==> src/rtl/mem_port_arbiter.sv <==
//-----------------------------------------------------------------------------
// mem_port_arbiter
//
// Shares the single 32-bit memory port between the instruction-fetch
// requester and the load/store (data) requester. Data has priority; a
// starvation counter forces a fetch grant after STARVE_MAX consecutive
// contended data grants. Each access runs IDLE -> ISSUE -> WAIT (MEM_LAT
// cycles) -> RESP, with the acknowledge and read data presented in RESP.
//
// Parameters
//   MEM_LAT     cycles from mem_en to valid mem_rdata (1..15)
//   STARVE_MAX  contended data grants before fetch is forced (1..15)
//
// Ports
//   clk, rst_n          clock, asynchronous active-low reset
//   d_req/d_we/d_addr/d_wdata  data request, write flag, address, store data
//   d_ack               one-cycle data completion pulse
//   i_req/i_addr        fetch request and address
//   i_ack               one-cycle fetch completion pulse
//   rdata               read data, valid with the ack
//   sel                 address mux select, 1 = data, 0 = fetch
//   mem_en/mem_we       one-cycle memory strobe and write enable
//   mem_addr/mem_wdata  registered memory address and store data
//   mem_rdata           memory read data
//   busy                high whenever an access is in progress
//-----------------------------------------------------------------------------
module mem_port_arbiter #(
   parameter int unsigned MEM_LAT    = 2,
   parameter int unsigned STARVE_MAX = 4
) (
   input  logic        clk,
   input  logic        rst_n,
   input  logic        d_req,
   input  logic        d_we,
   input  logic [31:0] d_addr,
   input  logic [31:0] d_wdata,
   output logic        d_ack,
   input  logic        i_req,
   input  logic [31:0] i_addr,
   output logic        i_ack,
   output logic [31:0] rdata,
   output logic        sel,
   output logic        mem_en,
   output logic        mem_we,
   output logic [31:0] mem_addr,
   output logic [31:0] mem_wdata,
   input  logic [31:0] mem_rdata,
   output logic        busy
);

   typedef enum logic [1:0] {
      ST_IDLE,
      ST_ISSUE,
      ST_WAIT,
      ST_RESP
   } state_t;

   localparam logic [3:0] LAT_C  = 4'(MEM_LAT);
   localparam logic [3:0] SMAX_C = 4'(STARVE_MAX);

   state_t     state;
   state_t     state_nx;
   logic [3:0] wcnt;
   logic [3:0] starve;
   logic       wflag;
   logic       grant_d;
   logic       grant_i;

   // Arbitration, only meaningful in IDLE. Data wins a tie unless fetch
   // has been passed over STARVE_MAX times in a row.
   always_comb begin
      grant_d = 1'b0;
      grant_i = 1'b0;
      if (state == ST_IDLE) begin
         if (d_req && !(i_req && (starve == SMAX_C))) begin
            grant_d = 1'b1;
         end else if (i_req) begin
            grant_i = 1'b1;
         end
      end
   end

   always_ff @(posedge clk or negedge rst_n) begin
      if (!rst_n) begin
         state <= ST_IDLE;
      end else begin
         state <= state_nx;
      end
   end

   // Strobes and acks are decoded straight from the state register so they
   // drop the instant reset forces the state back to IDLE.
   always_comb begin
      state_nx = state;
      mem_en   = 1'b0;
      mem_we   = 1'b0;
      d_ack    = 1'b0;
      i_ack    = 1'b0;
      busy     = 1'b1;
      unique case (state)
         ST_IDLE: begin
            busy = 1'b0;
            if (grant_d || grant_i) begin
               state_nx = ST_ISSUE;
            end
         end
         ST_ISSUE: begin
            mem_en   = 1'b1;
            mem_we   = wflag;
            state_nx = ST_WAIT;
         end
         ST_WAIT: begin
            if (wcnt == 4'd1) begin
               state_nx = ST_RESP;
            end
         end
         ST_RESP: begin
            d_ack    = sel;
            i_ack    = ~sel;
            state_nx = ST_IDLE;
         end
         default: begin
            state_nx = ST_IDLE;
         end
      endcase
   end

   always_ff @(posedge clk or negedge rst_n) begin
      if (!rst_n) begin
         mem_addr  <= '0;
         mem_wdata <= '0;
         rdata     <= '0;
         sel       <= 1'b0;
         wflag     <= 1'b0;
         wcnt      <= '0;
         starve    <= '0;
      end else begin
         if (grant_d) begin
            mem_addr  <= d_addr;
            mem_wdata <= d_wdata;
            wflag     <= d_we;
            sel       <= 1'b1;
            if (!i_req) begin
               starve <= '0;
            end else if (starve != SMAX_C) begin
               starve <= starve + 4'd1;
            end
         end else if (grant_i) begin
            mem_addr <= i_addr;
            wflag    <= 1'b0;
            sel      <= 1'b0;
            starve   <= '0;
         end

         if (state == ST_ISSUE) begin
            wcnt <= LAT_C;
         end else if (state == ST_WAIT) begin
            wcnt <= wcnt - 4'd1;
         end

         // Last WAIT cycle is exactly when mem_rdata becomes valid.
         if ((state == ST_WAIT) && (wcnt == 4'd1) && !wflag) begin
            rdata <= mem_rdata;
         end
      end
   end

endmodule

==> config.mk <==
export PLATFORM = sky130hd
export DESIGN_NAME = mem_port_arbiter
export DESIGN_NICKNAME = d
export VERILOG_FILES = /design/src/rtl/mem_port_arbiter.sv
export SDC_FILE = /design/constraint.sdc
export NUM_CORES = 1
export LEC_CHECK = 0
export CORE_MARGIN = 1.5
export CORE_UTILIZATION = 41
export DETAILED_ROUTE_END_ITERATION = 8
export PLACE_DENSITY = 0.89
export SLEW_MARGIN = 20
export SYNTH_ARGS = -nofsm -noshare
export SYNTH_HDL_FRONTEND = slang
export SYNTH_SLANG_ARGS = --single-unit
export TNS_END_PERCENT = 30
==> constraint.sdc <==
create_clock -name clk -period 2.5 [get_ports clk]
set_input_delay 0.25 -clock clk [delete_from_list [all_inputs] [get_ports clk]]
set_output_delay 0.25 -clock clk [all_outputs]
set_load 0.03 [all_outputs]
==> flow_metrics.tcl <==
set metrics [dict create \
    synth_enable_flop_cells 0 \
    grt_pass1_vias 4248 \
    grtUsageTotal_pct 22.9 \
    yosysTopAreaCellShare_pct 55.9 \
    postSynthAreaPerCell_um2 12.5 \
    drive_gt1_share_pct 16.0 \
    num-fill-cells 844 \
    hold_ws_ns 0.397 \
    pre_cts_ws_ns 0.386 \
    netlist_instances 387 \
    postLayoutSetupSlackWorst_ns 0.311 \
    place_hpwl_um 10100 \
    clock-sinks 108 \
    vias_per_cell 5.40 \
    drt_iter0_markers 250 \
    ys.flop_type "dfrtp_1" \
    diodes 0 \
    vias 4107 \
    io_pins 235 \
    cts_made_buffers 9 \
    relSlewSlack_pct 69.8 \
    detail-route-antenna-nets 0 \
    worst_slew_pin_slew_ns 0.453 \
    drc_errors 0 \
    reg2reg_depth 6 \
    hold_path.class "input port to async pin" \
    gp_congestion 0.823 \
    p_sw_share_pct 41.3 \
    routedWlPerCell_um 18.7 \
    power.internal_mw 6.18 \
    routed_wl_um 14200 \
    cts_buffer_depth 2 \
    synth.area.top_cells "dfrtp_1 (56%), mux2_4 (9.3%), mux2_2 (8.2%)" \
    grt_pass1_wl_um 22600 \
    start_util_pct 42.1 \
    fmax_mhz 457 \
    die_y_um 112 \
    clock_latency_ns 0.35 \
    grt.overflow.total 0 \
    p_switching_mw 4.35 \
    critPathMaxFanout 5 \
    drv_cap 0 \
    syn-cell-area_um2 4830 \
    area_delta_synth_final_pct 58.2 \
    skew_ns 0.00836 \
    crit-reg2reg-launch "wcnt[1]$_DFFE_PN0P_" \
    power_frac_seq_pct 29.9 \
    r2r_slack_ns 0.37 \
    ys_seq_area_share_pct 55.9 \
    synth_top_area_cell "dfrtp_1" \
    numPortBuffers 234 \
    critPathLaunch "state[1]$_DFFE_PN0P_" \
    cts_tree "done" \
    power-per-cell-area_nw_per_um2 1380 \
    fin_crit_ns 2.19 \
    finalSetupViolCount 0 \
    clkTransAtPathRegs_ns 0.08 \
    fp.coreArea_um2 11500 \
    outcome "completed" \
    layout.nets 754 \
    startpoint_type "register" \
    final_max_slew_viol_count 0 \
    p_clk_share_pct 14.7 \
    crit_required_ns 2.25 \
    arrival_ns 1.94 \
    chipWidth_um 112 \
    antenna_found_initial 0 \
    synth_nets 528 \
    r2r_end "rdata[31]$_DFFE_PN0P_" \
    grt_max_degree 77 \
    firstDrtPassIters 4 \
    cts_root_buf "clkbuf_16" \
    ir_worst_vdd_mv 0.943 \
    rows 39 \
    synth_seq_cells 108 \
    pwr-share-comb_pct 55.3 \
    synthArstFlopShare_pct 100 \
    hold_viol 0 \
    critPathCaptureType "output pin" \
    fin_setup_tns_ns 0 \
    yosysWarnings 0 \
    p_leak_nw 3.22 \
    synth_common_cells "dfrtp_1 (108), nor2_1 (36), mux2_2 (35), o21ai_0 (35)" \
    worstSetupPathType "register to output pin" \
    die-area_um2 12400 \
    synth.distinct_cells 34 \
    h-tree-depth 3 \
    yosysMostFrequentCell "dfrtp_1" \
    fin_crit_sh_pct 87.6 \
    rsz0062_at_grt "false" \
]
-- cells by family (layout without fill, tap and decap cells) --
logic type      Yosys count  count (layout)  synth area share, %
mux                      66              66                 17.7
simple gates             50              50                 4.64
xor+xnor                  2               2                0.363
compound gates          111             111                 14.7
fa+ha+maj                 8               8                 2.07
buf+inv                  42             273                 4.56
flops                   108             108                 55.9
-- what timing repair did --
action                                  CTS  global route
setup buffers                             0             0
resized for setup                         0             0
hold buffers                              1             0
endpoints found under the hold margin    32             0
endpoints found under the setup margin    0             0
-- placed cells by master (no fill, tap or decap), drive strengths merged --
| cell type | synthesis | layout |
|---|---|---|
| clkdlybuf4s50 | 0 | 233 |
| o22ai | 1 | 1 |
| o21ai | 36 | 36 |
| nor2b | 2 | 2 |
| a31oi | 1 | 1 |
| bufinv | 0 | 2 |
| a21o | 1 | 1 |
| mux2 | 65 | 65 |
| and4b | 1 | 1 |
| mux2i | 1 | 1 |
| o22a | 1 | 1 |
| and2 | 2 | 2 |
| inv | 9 | 12 |
| clkinv | 0 | 2 |
| nand4b | 1 | 1 |
| or3b | 2 | 2 |
| nor2 | 36 | 36 |
| a22oi | 1 | 1 |
| a32o | 3 | 3 |
| dlygate4sd3 | 0 | 1 |
| ha | 8 | 8 |
| dfrtp | 108 | 108 |
| xnor2 | 1 | 1 |
| xor2 | 1 | 1 |
| buf | 9 | 14 |
| a31o | 1 | 1 |
| a21oi | 32 | 32 |
| nand3 | 3 | 3 |
| o21a | 1 | 1 |
| a41oi | 32 | 32 |
| a22o | 1 | 1 |
| clkbuf | 24 | 9 |
| nor3 | 1 | 1 |
| nand2 | 2 | 2 |
-- routing by layer --
layer  routed length, um  GRT usage (%)
met5                   0              0
met4                 221           6.08
met3                 887           5.66
met2                7420           40.3
met1                5710           28.1
-- flip-flops by register name (all words and copies together), names as in the netlist --
signal	flops
rdata	32
starve	4
state	2
mem_wdata	32
mem_addr	32
wcnt	4
wflag	1
sel	1
-- power groups by stage --
stage / clock (mW) / sequential (mW) / combinational (mW)
final: 1.55 / 3.15 / 5.83
after global routing: 1.65 / 3.25 / 6.15
after CTS: 1.59 / 3.15 / 5.85
after detailed placement: 0 / 3.17 / 5.83
after global placement: 0 / 3.12 / 5.67
after floorplan: 0 / 4.69 / 1.83
-- stage by stage --
| stage | util, % | instance area, um2 | instances | power [mW] |
|---|---|---|---|---|
| CTS | 66.6 | 7640 | 761 | 10.6 |
| finish | 66.6 | 7640 | 761 | 10.5 |
| global route | 66.6 | 7640 | 761 | 11.0 |
| detailed placement | 63.7 | 7310 | 744 | 9.00 |
| floorplan | - | 4830 | 387 | 6.52 |
| global placement | 63.7 | 7310 | 744 | 8.79 |
-- how the worst max path moves through the flow --
stage / end / slack, ns / depth (start not counted)
after floorplan: rdata[10]$_DFFE_PN0P_ / 0.54 / 7
after global placement: rdata[6]$_DFFE_PN0P_ / 0.43 / 6
after detailed placement: rdata[31]$_DFFE_PN0P_ / 0.39 / 6
after CTS: mem_we / 0.29 / 4
after global routing: mem_we / 0.21 / 4
final: mem_we / 0.31 / 4
-- critical path: stages, from the launching register on --
cell             delay, ns
dfrtp_1               0.42
inv_1                 0.09
ha_1                  0.25
and2_1                0.15
clkdlybuf4s50_1       0.68
-- area by class of cell --
cell class,instances,area (um2),share of cell area (%)
Multi-Input combinational cell,237,1920,25.1
Clock inverter,7,96.3,1.26
Timing Repair Buffer,248,2480,32.5
Tap cell,143,179,2.34
Clock buffer,9,225,2.95
Sequential cell,108,2700,35.4
Inverter,9,33.8,0.442
Power figures use the tool's default switching activity.
==> patch, RTL diff (same settings) <==
Re-encode `state_t` (4 states) as one-hot, 4 bits wide.
--- a/src/rtl/mem_port_arbiter.sv
+++ b/src/rtl/mem_port_arbiter.sv
@@ -50,7 +50,7 @@
 
-   typedef enum logic [1:0] {
-      ST_IDLE,
-      ST_ISSUE,
-      ST_WAIT,
-      ST_RESP
+   typedef enum logic [3:0] {
+      ST_IDLE  = 4'b0001,
+      ST_ISSUE = 4'b0010,
+      ST_WAIT  = 4'b0100,
+      ST_RESP  = 4'b1000
    } state_t;
Function: no difference found for any inputs over 10 cycles, from zero or initial values and one cycle with rst_n low; not proved beyond that.
==> patch against the original RTL <==
Via count shrank 8.2%. Final cell count is the same. Sequential power shrank 3%. Critical endpoint unchanged. Combinational power shrank 14%. Highest routed layer unchanged. Worst setup slack lost 0.15 ns. Sequential cell count grew 2. Synthesized area shrank 0.39%. Total power shrank 10%. Final area shrank 0.88%. Critical path depth shrank 1. Fmax shrank 6.5%. Routed wire length shrank 7.9%.
==> patch: results (changes against the original RTL) <==
| Metric | Value |
|---|---|
| Outcome | finished clean |
| Layout cell share with drive strength beyond 1 | 0.162 (+0.00162) |
| Reg2Reg Depth | 7 (+1) |
| Clock Skew | 0.00592 ns (-0.00244 ns) |
| Placed wire-length estimate | 9830 um (-2.7%) |
| Largest net degree at the start of global routing | 55 (-29%) |
| Static leakage | 3.32 nW (+3.0%) |
| Complex-gate fraction of the synthesized area | 0.0806 (-0.0668) |
| Post_cts resized | 0 (unchanged) |
| Hold WC Path Type | in -> reg |
| Setup crit end | mem_we |
| # fillers | 851 (+0.83%) |
| WHS | 0.434 ns (+0.0373 ns) |
| First-pass iteration count of the detailed router | 4 (unchanged) |
| Crit. Startpoint | state[3]$_DFFE_PN0P_ |
| Seq. pwr | 3.04 mW (-3%) |
| Minimum clock period | 2.34 ns (+0.151 ns) |
| Cts hold-fix bufs | 1 (unchanged) |
| XOR/XNOR Fraction of Synth Area | 0.00364 (+0.0000141) |
| Vias in the first global route | 4041 (-4.9%) |
| Crit path max-delay family | buffers and inverters |
| Power consumed by combinational cells | 4.99 mW (-14%) |
| Top post-synthesis cells by area | dfrtp_1 (57%), mux2_4 (18%), a21oi_1 (6.9%) |
| Total GRT Usage | 0.218 (-0.0103) |
| Adder-cell share of the synthesized area | 0.0104 (-0.0103) |
| End of the worst register-to-register path | rdata[0]$_DFFE_PN0P_ |
| Area post-placement | 7270 um2 (-0.58%) |
| CTS Root Cell | clkbuf_16 |
| Sequential element share of the synthesized area | 0.572 (+0.0128) |
| Hold Path End | mem_addr[23]$_DFFE_PN0P_ |
| Vias | 3772 (-8.2%) |
| Initial antenna violation count | 0 (unchanged) |
| Tightest Pin Transition | 0.681 ns (+0.228 ns) |
| Synth unique cells | 36 (+5.9%) |
| First-pass GRT wire length | 21200 um (-6.4%) |
| Launch point of the worst reg-to-reg path | wcnt[1]$_DFFE_PN0P_ |
| 1st-iter DRT viols | 152 (-39%) |
| Syn Inst Count | 378 (-2.3%) |
| CTS Buf Count | 9 (unchanged) |
| Worst skew pair latency | 0.35 ns (about the same) |
| Hold_sp | i_addr[23] |
| Worst path bufs/invs | 1 (-1) |
| Setup slack, reg-to-reg | 0.34 ns (-0.03 ns) |
| Post-Route WL | 13100 um (-7.9%) |
| GPL Wtd Cong | 0.813 (-1.3%) |
| Layout Nets | 751 (-0.40%) |
| Synth cell count leaders | dfrtp_1 (109), a21oi_1 (66), mux2_4 (58) |
| CP arrival | 2.09 ns (+0.15 ns) |
| Post-synthesis mux area share | 0.197 (+0.0205) |
| Worst VDD drop | 0.692 mV (-27%) |
| Area grow syn2layout | 57.4% |
| Syn nets | 515 (-2.5%) |
| Slowest CP cell | clkdlybuf4s50_1 |
| Sw frac | 0.403 (-0.00951) |
| Setup WS pre-CTS | 0.347 ns (-0.0394 ns) |
| CTS H-tree lvls | 3 (unchanged) |
| Internal Dissipation | 5.65 mW (-8.6%) |
## patch: cell count changes in the layout (fill, tap and decap cells not counted), sizes merged, moves of 3 or more
cell   before  now
a21oi      32   66
a41oi      32    0
buf        14   11
ha          8    4
inv        12    7
nand2       2   45
nor4b       0    4
o21ai      36    3
## patch: area by class of cell
| class | count | share of cell area |
|---|---|---|
| Sequential cell | 110 | 0.364 |
| Timing Repair Buffer | 245 | 0.323 |
| Multi-Input combinational cell | 242 | 0.247 |
| Clock buffer | 9 | 0.0297 |
| Tap cell | 143 | 0.0236 |
| Clock inverter | 6 | 0.00942 |
| Inverter | 6 | 0.00314 |
## patch: routing by layer
| layer | part of all wire | track usage | up-vias | routed length [um] |
|---|---|---|---|---|
| li1 | - | - | 1762 | - |
| met1 | 0.40 | 0.257 | 1836 | 5300 |
| met2 | 0.50 | 0.375 | 160 | 6550 |
| met3 | 0.081 | 0.0751 | 14 | 1060 |
| met4 | 0.016 | 0.0726 | 0 | 204 |
| met5 | 0 | 0 | - | 0 |
